[config.mk]
export PLATFORM = sky130hd
export DESIGN_NAME = asrv32_fetch_queue
export DESIGN_NICKNAME = d
export VERILOG_FILES = /design/src/rtl/asrv32_fetch_queue.sv
export SDC_FILE = /design/constraint.sdc
export NUM_CORES = 1
export LEC_CHECK = 0
export BUFFER_PORTS_ARGS = -buffer_cell sky130_fd_sc_hd__buf_4
export CELL_PAD_IN_SITES_DETAIL_PLACEMENT = 1
export CELL_PAD_IN_SITES_GLOBAL_PLACEMENT = 1
export CORE_MARGIN = 3
export CORE_UTILIZATION = 42
export DETAILED_ROUTE_END_ITERATION = 7
export PLACE_DENSITY = 0.71
export SLEW_MARGIN = 20
export SYNTH_ARGS = -nofsm -noshare
export SYNTH_HDL_FRONTEND = slang
export SYNTH_SLANG_ARGS = --single-unit
[constraint.sdc]
create_clock -name i_clk -period 14.7 [get_ports i_clk]
set_clock_uncertainty 0.1 [all_clocks]
set_input_delay 0 -clock i_clk [delete_from_list [all_inputs] [get_ports i_clk]]
set_output_delay 0 -clock i_clk [all_outputs]
set_load 0.005 [all_outputs]
[src/rtl/asrv32_fetch_queue.sv]
// Instruction prefetch queue: issues pipelined req/gnt/rvalid fetches and returns
// {pc, inst} in order over valid/ready. On redirect it flushes and squashes any
// responses still in flight.
module asrv32_fetch_queue #(
   parameter logic [31:0] PC_RESET = 32'h0000_0000,
   parameter int unsigned DEPTH    = 4
) (
   input  logic                         i_clk,
   input  logic                         i_rst_n,
   output logic                         o_imem_req,
   output logic [31:0]                  o_imem_addr,
   input  logic                         i_imem_gnt,
   input  logic                         i_imem_rvalid,
   input  logic [31:0]                  i_imem_rdata,
   input  logic                         i_redirect,
   input  logic [31:0]                  i_redirect_pc,
   output logic                         o_inst_valid,
   output logic [31:0]                  o_inst,
   output logic [31:0]                  o_inst_pc,
   input  logic                         i_inst_ready,
   output logic [$clog2(DEPTH+1)-1:0]   o_level,
   output logic                         o_proto_err
);

   localparam int unsigned LW = $clog2(DEPTH + 1);
   localparam int unsigned PW = $clog2(DEPTH);

   logic [LW-1:0] count_q, count_d, outst_q, outst_d, discard_q, discard_d;
   logic [PW-1:0] rd_ptr_q, rd_ptr_d, wr_ptr_q, wr_ptr_d;
   logic [31:0]   fetch_pc_q, fetch_pc_d, resp_pc_q, resp_pc_d;
   logic          run_q, proto_err_q, proto_err_d;
   logic [31:0]   inst_mem [DEPTH];
   logic [31:0]   pc_mem   [DEPTH];
   logic          grant, resp, drop, push, pop;
   logic [LW:0]   in_use;
   logic          unused_pc_bits;

   assign unused_pc_bits = ^i_redirect_pc[1:0];

   // Slots are reserved at grant time, so buffered plus in-flight never exceeds DEPTH.
   assign in_use       = {1'b0, count_q} + {1'b0, outst_q};
   assign o_imem_req   = run_q && (in_use < (LW+1)'(DEPTH));
   assign o_imem_addr  = fetch_pc_q;
   assign o_inst_valid = (count_q != '0) && !i_redirect;
   assign o_inst       = (count_q != '0) ? inst_mem[rd_ptr_q] : '0;
   assign o_inst_pc    = (count_q != '0) ? pc_mem[rd_ptr_q] : '0;
   assign o_level      = count_q;
   assign o_proto_err  = proto_err_q;

   always_comb begin
      grant       = o_imem_req && i_imem_gnt;
      resp        = i_imem_rvalid && (outst_q != '0);
      drop        = resp && (i_redirect || (discard_q != '0));
      push        = resp && !drop;
      pop         = o_inst_valid && i_inst_ready;
      outst_d     = outst_q + LW'(grant) - LW'(resp);
      proto_err_d = proto_err_q | (i_imem_rvalid && (outst_q == '0));

      count_d    = count_q + LW'(push) - LW'(pop);
      discard_d  = discard_q - LW'(resp && (discard_q != '0));
      wr_ptr_d   = wr_ptr_q + PW'(push);
      rd_ptr_d   = rd_ptr_q + PW'(pop);
      fetch_pc_d = grant ? fetch_pc_q + 32'd4 : fetch_pc_q;
      resp_pc_d  = push ? resp_pc_q + 32'd4 : resp_pc_q;

      if (i_redirect) begin
         // Everything still in flight after this edge belongs to the old stream.
         count_d    = '0;
         discard_d  = outst_d;
         wr_ptr_d   = '0;
         rd_ptr_d   = '0;
         fetch_pc_d = {i_redirect_pc[31:2], 2'b00};
         resp_pc_d  = {i_redirect_pc[31:2], 2'b00};
      end
   end

   always_ff @(posedge i_clk or negedge i_rst_n) begin
      if (!i_rst_n) begin
         run_q       <= 1'b0;
         count_q     <= '0;
         outst_q     <= '0;
         discard_q   <= '0;
         rd_ptr_q    <= '0;
         wr_ptr_q    <= '0;
         fetch_pc_q  <= PC_RESET;
         resp_pc_q   <= PC_RESET;
         proto_err_q <= 1'b0;
      end else begin
         run_q       <= 1'b1;
         count_q     <= count_d;
         outst_q     <= outst_d;
         discard_q   <= discard_d;
         rd_ptr_q    <= rd_ptr_d;
         wr_ptr_q    <= wr_ptr_d;
         fetch_pc_q  <= fetch_pc_d;
         resp_pc_q   <= resp_pc_d;
         proto_err_q <= proto_err_d;
      end
   end

   always_ff @(posedge i_clk) begin
      if (push) begin
         inst_mem[wr_ptr_q] <= i_imem_rdata;
         pc_mem[wr_ptr_q]   <= resp_pc_q;
      end
   end

endmodule
After elaboration in Yosys (flattened, before gate mapping)
Memory sizes are Yosys's and may differ from the RTL's.
Index checks and enable logic that the tools add are counted.
Widths: inputs -> output; s select.
- mux-type cells: 12
- magnitude comparators: 1
- reductions and logical operators: 18
- add/subtract/negate cells: 10
- bitwise logic cells: 1
- operators with widths (kind ; count):
    $mux 32 ; 6
    $add 32x3->32 const B ; 2
    $logic_and 1x1->1 ; 9
    $reduce_bool 3->1 ; 3
    $sub 3x1->3 ; 3
    $add 3x1->3 ; 2
    $mux 3 ; 2
    $add 2x1->2 ; 2
    $add 3x3->4 ; 1
    $lt 4x3->1 const B ; 1
    $mux 2 ; 2
    $reduce_bool 2->1 ; 2
    $logic_not 3->1 ; 1
    $logic_not 1->1 ; 2
    $mux 1 ; 2
    $logic_or 1x1->1 ; 1
    $or 1x1->1 ; 1
- memories kept: 2
- memory bits (writable): 256
- input bits: 70
- register bits after elaboration: 79
- memories (name ; words ; bits a word ; rd ports ; clocked after Yosys merged registers in ; write ports ; RTL line ; RTL):
    inst_mem ; 4 ; 32 ; 1 ; 0 ; 1 ; 32 ; logic [31:0] inst_mem [DEPTH];
    pc_mem ; 4 ; 32 ; 1 ; 0 ; 1 ; 33 ; logic [31:0] pc_mem [DEPTH];

Longest topological paths before layout
Gate-level depths: netlist of run 1.
- depth after elaboration: 8
- gate-level depth with buffers: 12

Worst setup path after synthesis of run 1
Ideal clock, no wire load.
- path type: flip-flop to flip-flop
- from: reg discard_q[0]
- to: mem inst_mem[1][0], enable pin
- required time: 13.943 ns
- arrival: 7.368 ns
- setup slack: 6.576 ns
- library setup time: 0.657 ns
- buffers on the path: 0
- period minus slack after synthesis: 8.124 ns
- cell stages (with the launch flop): 4
- cell sequence: dfrtp_1 > nor3_2 > nand2_1 > nor4b_1
- longest elaborated chain between the ends: 7
- RTL lines (element ; RTL line ; RTL):
    from (decl) ; 28 ; logic [LW-1:0] count_q, count_d, outst_q, outst_d, discard_q, discard_d;
    from (signal assigned) ; 92 ; discard_q <= discard_d;
    $reduce_bool 3->1 ; 53 ; drop = resp && (i_redirect || (discard_q != '0));
    $logic_or 1x1->1 ; 53 ;
    $logic_and 1x1->1 ; 53 ;
    $logic_not 1->1 ; 54 ; push = resp && !drop;
    $logic_and 1x1->1 ; 54 ;
    $mux 1 ; 102 ; if (push) begin
    $mux 1 (implied by the code) ; 103 ; inst_mem[wr_ptr_q] <= i_imem_rdata;
    to (decl) ; 32 ;
Every way passes these cells.

Final worst setup path of run 1
- from: reg outst_q[2]
- to: reg discard_q[2]
- longest elaborated chain between the ends: 7
- elaborated cells between the ends (all ways): 11
- classes of those cells: add/sub (4); order compare (1); mux (1); reduce/logical (5)
- RTL lines (element ; RTL line ; RTL):
    from (decl) ; 28 ;
    from (signal assigned) ; 91 ; outst_q <= outst_d;
    $add 3x3->4 ; 41 ; assign in_use = {1'b0, count_q} + {1'b0, outst_q};
    $lt 4x3->1 ; 42 ; assign o_imem_req = run_q && (in_use < (LW+1)'(DEPTH));
    $logic_and 1x1->1 ; 42 ;
    $logic_and 1x1->1 ; 51 ; grant = o_imem_req && i_imem_gnt;
    $add 3x1->3 ; 56 ; outst_d = outst_q + LW'(grant) - LW'(resp);
    $sub 3x1->3 * ; 56 ;
    net outst_d[2] ; 28 ;
    $mux 3 * ; 66 ; if (i_redirect) begin
    net discard_d[2] ; 28 ;
Mark *: on every way through the listed nets, which the timed path passes. The rest lies on a longest branch.
A chain may end at the register's enable or synchronous reset.

==> results of run 1 <==
==> cells by family after synthesis <==
| family | count (synthesis) | share of synthesized area |
|---|---|---|
| AND/OR/NAND/NOR | 317 | 0.136 |
| adder cells (fa/ha/maj) | 14 | 0.0136 |
| buffers and inverters | 68 | 0.0204 |
| flip-flops | 323 | 0.665 |
| XOR/XNOR | 18 | 0.0112 |
| other | 2 | 0.000536 |
| AO/OA/AOI/OAI | 88 | 0.0457 |
| multiplexers | 72 | 0.107 |
==> worst max-delay path, delay by kind of cell, from the launching register on <==
family,cells,cell delay (ns)
AO/OA/AOI/OAI,1,0.08
XOR/XNOR,2,0.36
buffers and inverters,1,0.04
adder cells (fa/ha/maj),4,1.24
flip-flops,1,0.45
AND/OR/NAND/NOR,3,0.83
==> per-layer routing <==
layer / wire length [um] / GRT usage / up-vias
li1: - / - / 4063
met1: 15700 / 0.274 / 4586
met2: 16300 / 0.316 / 253
met3: 1900 / 0.0344 / 46
met4: 598 / 0.0424 / 0
met5: 0 / 0 / -
==> state kept, by name (all words and copies together) (netlist names) <==
name,cells
run_q,1
o_imem_addr,30
wr_ptr_q,2
o_proto_err,1
rd_ptr_q,2
inst_mem,128
outst_q,3
pc_mem,120
resp_pc_q,30
o_level,3
discard_q,3
==> report_power, final <==
group	total, mW	switching (mW)	internal, mW	leakage, nW
registers	1.11	0.0698	1.04	3.12
logic	0.598	0.297	0.301	2.49
clock network	0.912	0.356	0.556	0.589
==> worst max path at each step <==
stage | endpoint | cells past startpoint | from
floorplan | inst_mem[1][0] | 3 | discard_q[0]
global placement | discard_q[2] | 11 | o_level[2]
detailed placement | discard_q[2] | 11 | o_level[2]
CTS | discard_q[2] | 11 | outst_q[2]
global route | discard_q[2] | 11 | o_level[2]
finish | discard_q[2] | 11 | outst_q[2]
==> layout make-up <==
cell class / count / area [um2] / share of cell area
clock buffers: 41 / 920 / 0.0522
clock inverters: 23 / 275 / 0.0156
inverters: 17 / 63.8 / 0.00362
multi-input cells: 514 / 4440 / 0.252
flip-flops and latches: 323 / 9330 / 0.530
well taps: 442 / 553 / 0.0314
repair buffers: 246 / 2030 / 0.115
==> synth_stat cells (all sizes together), types with 16 or more instances <==
cell and number:
nor2b 70, xnor2 16, and4 22, nand4 23, clkbuf 34, a211oi 24
dfrtp 75, inv 17, buf 17, edfxtp 248, nor4 28, nor3 31
and3 16, mux4 62, nor2 42, nand2 26, nand3 20
==> through the flow <==
stage                     setup WS [ns]  hold slack, ns
after CTS                         11.47          0.0309
after global routing              11.25          0.0456
after global placement            11.63          -0.142
after detailed placement          11.56          -0.131
final                             11.54          0.0563
after floorplan                    6.58          -0.396
==> placed cells by master, fill, tap and decap left out, types with 5 or more instances in the layout <==
| cell type | synthesis | final |
|---|---|---|
| edfxtp_1 | 248 | 248 |
| buf_4 | 5 | 176 |
| dfrtp_1 | 75 | 73 |
| nor2b_1 | 70 | 70 |
| dlygate4sd3_1 | 0 | 68 |
| mux4_2 | 62 | 62 |
| nor2_1 | 42 | 42 |
| clkbuf_16 | 0 | 36 |
| nor3_1 | 30 | 29 |
| nand2_1 | 26 | 26 |
| nor4_1 | 26 | 25 |
| a211oi_1 | 24 | 24 |
| nand4_1 | 23 | 23 |
| and4_1 | 22 | 22 |
| nand3_1 | 20 | 20 |
| xnor2_1 | 16 | 16 |
| inv_1 | 15 | 15 |
| and3_1 | 16 | 15 |
| a31oi_1 | 14 | 14 |
| or4_1 | 14 | 14 |
| ha_1 | 12 | 12 |
| o31ai_1 | 9 | 9 |
| a311oi_1 | 9 | 9 |
| o21ai_0 | 8 | 8 |
| mux2_2 | 8 | 8 |
| or3_1 | 7 | 7 |
| clkinv_1 | 0 | 7 |
| clkinv_2 | 0 | 7 |
| nor4b_2 | 4 | 6 |
| bufinv_16 | 0 | 6 |
| a21oi_1 | 5 | 5 |
| conb_1 | 2 | 5 |
| clkbuf_1 | 33 | 5 |
==> reports/metrics.cfg, run 1 <==
[synth]
yosysWarnings=0
synth_top_area_frac=0.531
yosys-top-cells-area=edfxtp_1 (53%), dfrtp_1 (13%), mux4_2 (10%), nor2b_1 (3.1%), and4_1 (1.4%)
ys_ff_latch=323
synthCells=902
syn-mean-instance-area_um2=15.5
syn_area_um2=14000
async_reset_ff_frac=0.232
synthFlopType=edfxtp_1
yosysSeqAreaShare=0.665
ys_types=58
synth_edf_count=248
synth_top_area_cell=edfxtp_1

[clock_network]
cts_buffer_depth=3
htreeDepth=2
root_buffer=clkbuf_16
cts_tree=yes
clk_pin_slew_ns=0.06
cts_setup_buffers=0
cts_made_buffers=35
clkLatencyLatePin_ns=0.52
cts_resized=0
hold_buffers=69
cts.sinks=323

[outcome]
outcome=completed

[cells_and_area]
post_route_cells_drive_above_1_share=0.273
final_util=0.539
final_cells=1606
fin_area_um2=17600
area_growth_pct=25.7
antenna_cells=0
num-nets-final=1221
fillers=3132

[floorplan]
io_pins=172
fp-row-count=66
die_w_um=189
core-area_um2=32700
dieArea_um2=35600
chipHeight_um=189
start_util=0.429

[critical_path]
critPathRequiredTime_ns=15.03
critPathMaxStageDelay_ns=0.47
slowest_stage=nor4b_2
crit_path_max_fanout=5
path_cells=ha_1 > nor4b_2 > nand3_1 > ha_1 > inv_1 > ha_1 > fa_1 > xnor2_1 > xnor2_1 > nand2_1 > o21ai_0
cp-start-kind=flop
path_class=flop to flop
reg2reg_depth=11
r2r_slack_ns=11.54
endpoint_kind=flop
r2r_end=discard_q[2]
cp.arrival_ns=3.49
cp_common_cell=ha_1
regToRegStartpoint=outst_q[2]

[sta]
fin_setup_tns_ns=0
rsz0062_at_grt=false
tightest_slew_ns=0.969
layout_min_cycle_time_ns=3.16
slew_viol_final=0
fmax_ghz=0.317
finalSetupViolCount=0
hold_violations=0
period_share=0.215
slew_headroom=0.354

[route]
via_per_inst=5.57
drtAntennaViolNets=0
drt_iter0_drc=494
wl_per_cell_um=21.5
drt-total-wl_um=34500
vias=8948
drc=0
drtPass1Iterations=4

[grt]
grt_overflow=0
antenna_found_initial=0
grt_pass1_wl_um=54500
grt_max_degree=66
grt.total_usage=0.193
grt_pass1_vias=9593

[place]
gp_congestion=0.820
dp_cells=1473
place_area_um2=15700
dp_hpwl_um=21200
portBuffers=165

[pwr]
power_mw=2.62
power.leakage_nw=6.19
peakVddDrop_mv=0.113
p_per_area_nw_per_um2=149

[worst_hold_path]
hp-class=primary input to flop
min_to=rd_ptr_q[0]
hold_start=i_inst_ready
hold-path-cell-count=4

[run]
maxCapViolations=0

Power figures use the tool's default switching activity.
==> inputs of run 2 (changes only) <==
--- a/config.mk
+++ b/config.mk
@@ -11,7 +11,7 @@
 export CORE_MARGIN = 3
 export CORE_UTILIZATION = 42
 export DETAILED_ROUTE_END_ITERATION = 7
-export PLACE_DENSITY = 0.71
+export PLACE_DENSITY = 0.74
 export SLEW_MARGIN = 20
 export SYNTH_ARGS = -nofsm -noshare
 export SYNTH_HDL_FRONTEND = slang
==> constraint.sdc (replaced) <==
create_clock -name i_clk -period 2.77 [get_ports i_clk]
set_clock_uncertainty 0.1 [all_clocks]
set_input_delay 0 -clock i_clk [delete_from_list [all_inputs] [get_ports i_clk]]
set_output_delay 0 -clock i_clk [all_outputs]
set_load 0.005 [all_outputs]
==> reports/metrics.cfg, run 2 (synthesized netlist as in run 1, its figures left out) <==
[outcome]
outcome=completed  ; unchanged

[sta]
finalSetupViolCount=0  ; unchanged
layout_min_cycle_time_ns=2.68  ; was 3.16 ns
tightest_slew_ns=0.915  ; was 0.969 ns
fmax_ghz=0.374  ; was 0.317 GHz
period_share=0.966  ; was 0.215
setup_ws_ns=0.0942  ; was 11.54 ns
slew_viol_final=0  ; unchanged
hold_violations=0  ; unchanged
slew_headroom=0.390  ; was 0.354
fin_setup_tns_ns=0  ; unchanged

[cells_and_area]
post_route_cells_drive_above_1_share=0.296  ; was 0.273
top_register=inst_mem  ; unchanged
layout_common_cells=edfxtp_1 (248), buf_4 (193), dfrtp_1 (73)  ; was edfxtp_1 (248), buf_4 (176), dfrtp_1 (73)
fin_area_um2=18000  ; was 17,600 um2
antenna_cells=0  ; unchanged
final_cells=1634  ; was 1,606
area_growth_pct=28.6  ; was 25.7%
num-nets-final=1248  ; was 1,221
top_regs=inst_mem (128), pc_mem (120)  ; unchanged
largest_reg_flops=128  ; unchanged
fillers=3126  ; was 3,132
final_common_cell=edfxtp_1  ; unchanged

[clock_network]
htreeDepth=2  ; unchanged
cts_tree=yes  ; unchanged
cts.sinks=323  ; unchanged
clkLatencyLatePin_ns=0.51  ; was 0.52 ns
cts_buffer_depth=3  ; unchanged
root_buffer=clkbuf_16  ; unchanged
clk_pin_slew_ns=0.06  ; about the same
cts_made_buffers=36  ; was 35

[route]
vias=9235  ; was 8,948
drtAntennaViolNets=0  ; unchanged
drc=0  ; unchanged
wl_per_cell_um=22.9  ; was 21.5 um
via_per_inst=5.65  ; was 5.57
drt-total-wl_um=37500  ; was 34,500 um
drt_iter0_drc=594  ; was 494
drtPass1Iterations=5  ; was 4

[pwr]
power_mw=14.2  ; was 2.62 mW
p_per_area_nw_per_um2=790  ; was 149 nW/um2
power.leakage_nw=6.38  ; was 6.19 nW
switching_share=0.280  ; was 0.276
clockPowerShare=0.342  ; was 0.348
seqPwrFrac=0.414  ; was 0.424
peakVddDrop_mv=0.468  ; was 0.113 mV
comb_power_share=0.245  ; was 0.228
p_switching_mw=3.99  ; was 723 uW
intPower_mw=10.2  ; was 1.90 mW

[floorplan]
chipHeight_um=189  ; unchanged
fp-row-count=66  ; unchanged
start_util=0.429  ; unchanged
dieArea_um2=35600  ; unchanged
io_pins=172  ; unchanged
core-area_um2=32700  ; unchanged
die_w_um=189  ; unchanged

[grt]
grt_pass1_wl_um=59100  ; was 54,500 um
grt_overflow=0  ; unchanged
antenna_found_initial=0  ; unchanged
grt.total_usage=0.212  ; was 0.193
grt_max_degree=66  ; unchanged
grt_pass1_vias=10100  ; was 9,593

[place]
dp_hpwl_um=23300  ; was 21,200 um
portBuffers=165  ; unchanged
gp_congestion=0.817  ; was 0.820
dp_cells=1497  ; was 1,473
pre_cts_ws_ns=0.0118  ; was 11.56 ns
place_area_um2=16100  ; was 15,700 um2

[critical_path]
cpLargestDelayFamily=simple AND/OR/NAND/NOR gates  ; was adder cells
critPathRequiredTime_ns=3.05  ; was 15.03 ns
critPathLaunch=outst_q[1]  ; was outst_q[2]
regToRegStartpoint=outst_q[1]  ; was outst_q[2]
endpoint_kind=flop  ; unchanged
crit_path_max_fanout=6  ; was 5
path_buf_inv=0  ; was 1
path_class=flop to flop  ; unchanged
slowest_stage=or4_1  ; was nor4b_2
critPathMaxStageDelay_ns=0.72  ; was 0.47 ns
path_cells=ha_1 > or4b_4 > or4_1 > nor4_1 > nor3_1  ; was ha_1 > nor4b_2 > nand3_1 > ha_1 > inv_1 > ha_1 > fa_1 > xnor2_1 > xnor2_1 > nand2_1 > o21ai_0
cp-start-kind=flop  ; unchanged
cp.arrival_ns=2.95  ; was 3.49 ns

[run]
maxCapViolations=0  ; unchanged

[worst_hold_path]
hp-class=primary input to asynchronous set/reset pin  ; was primary input to flop

-- run 2: cell types whose count changed in the layout (fill, tap and decap cells not counted), moves of 3 or more --
cell      before  now
buf_4        176  193
buf_12         1    9
clkinv_1       7    4
nor4b_2        6    3
nor4b_4        0    3
-- run 2: per-stage QoR --
stage / hold WS [ns] / util
after CTS: 0.0851 / 0.550
after global routing: 0.119 / 0.551
final: 0.0453 / 0.551
after floorplan: -0.396 / -
after global placement: 0.0917 / 0.491
after detailed placement: 0.0961 / 0.491
-- run 2: power by group through the flow --
stage,registers (mW),clock network (mW),logic [mW]
3_3_place_gp,5.94,0,3.26
5_1_grt,5.94,5.20,3.83
3_5_place_dp,5.98,0,3.34
4_1_cts,5.88,4.98,3.44
2_1_floorplan,5.86,0,1.71
6_report,5.89,4.86,3.48
-- run 2: timing repair --
action                                  CTS  global route
endpoints found under the setup margin    1             2
endpoints found under the hold margin   261             0
hold buffers                             70             0
resized for setup                         0             5
buffers inserted                          0             1
pin swaps                                 1             1
-- run 2: layer usage --
layer	track usage	wire length [um]	up-vias
li1	-	-	4127
met1	0.287	16200	4757
met2	0.363	18500	313
met3	0.0333	2150	38
met4	0.0484	656	0
met5	0	0	-
-- run 2: worst paths after layout --
check,endpoint,slack [ns],cells past startpoint
worst max-delay path,o_imem_addr[21],0.09,5
worst min-delay path,o_imem_addr[6],0.05,2
worst max register to register,o_imem_addr[21],0.09,5
worst min register to register,o_proto_err,0.36,1
max in group asynchronous,resp_pc_q[16],1.82,3
min in group i_clk,inst_mem[1][24],0.14,2
-- run 2: layout make-up --
cell class,count,area (um2),share of cell area
sequential,323,9330,0.518
clock buffer,46,1000,0.0556
clock inverter,20,214,0.0119
multi-input combinational,514,4530,0.251
inverter,17,63.8,0.00354
timing repair buffer,272,2330,0.129
tap,442,553,0.0307
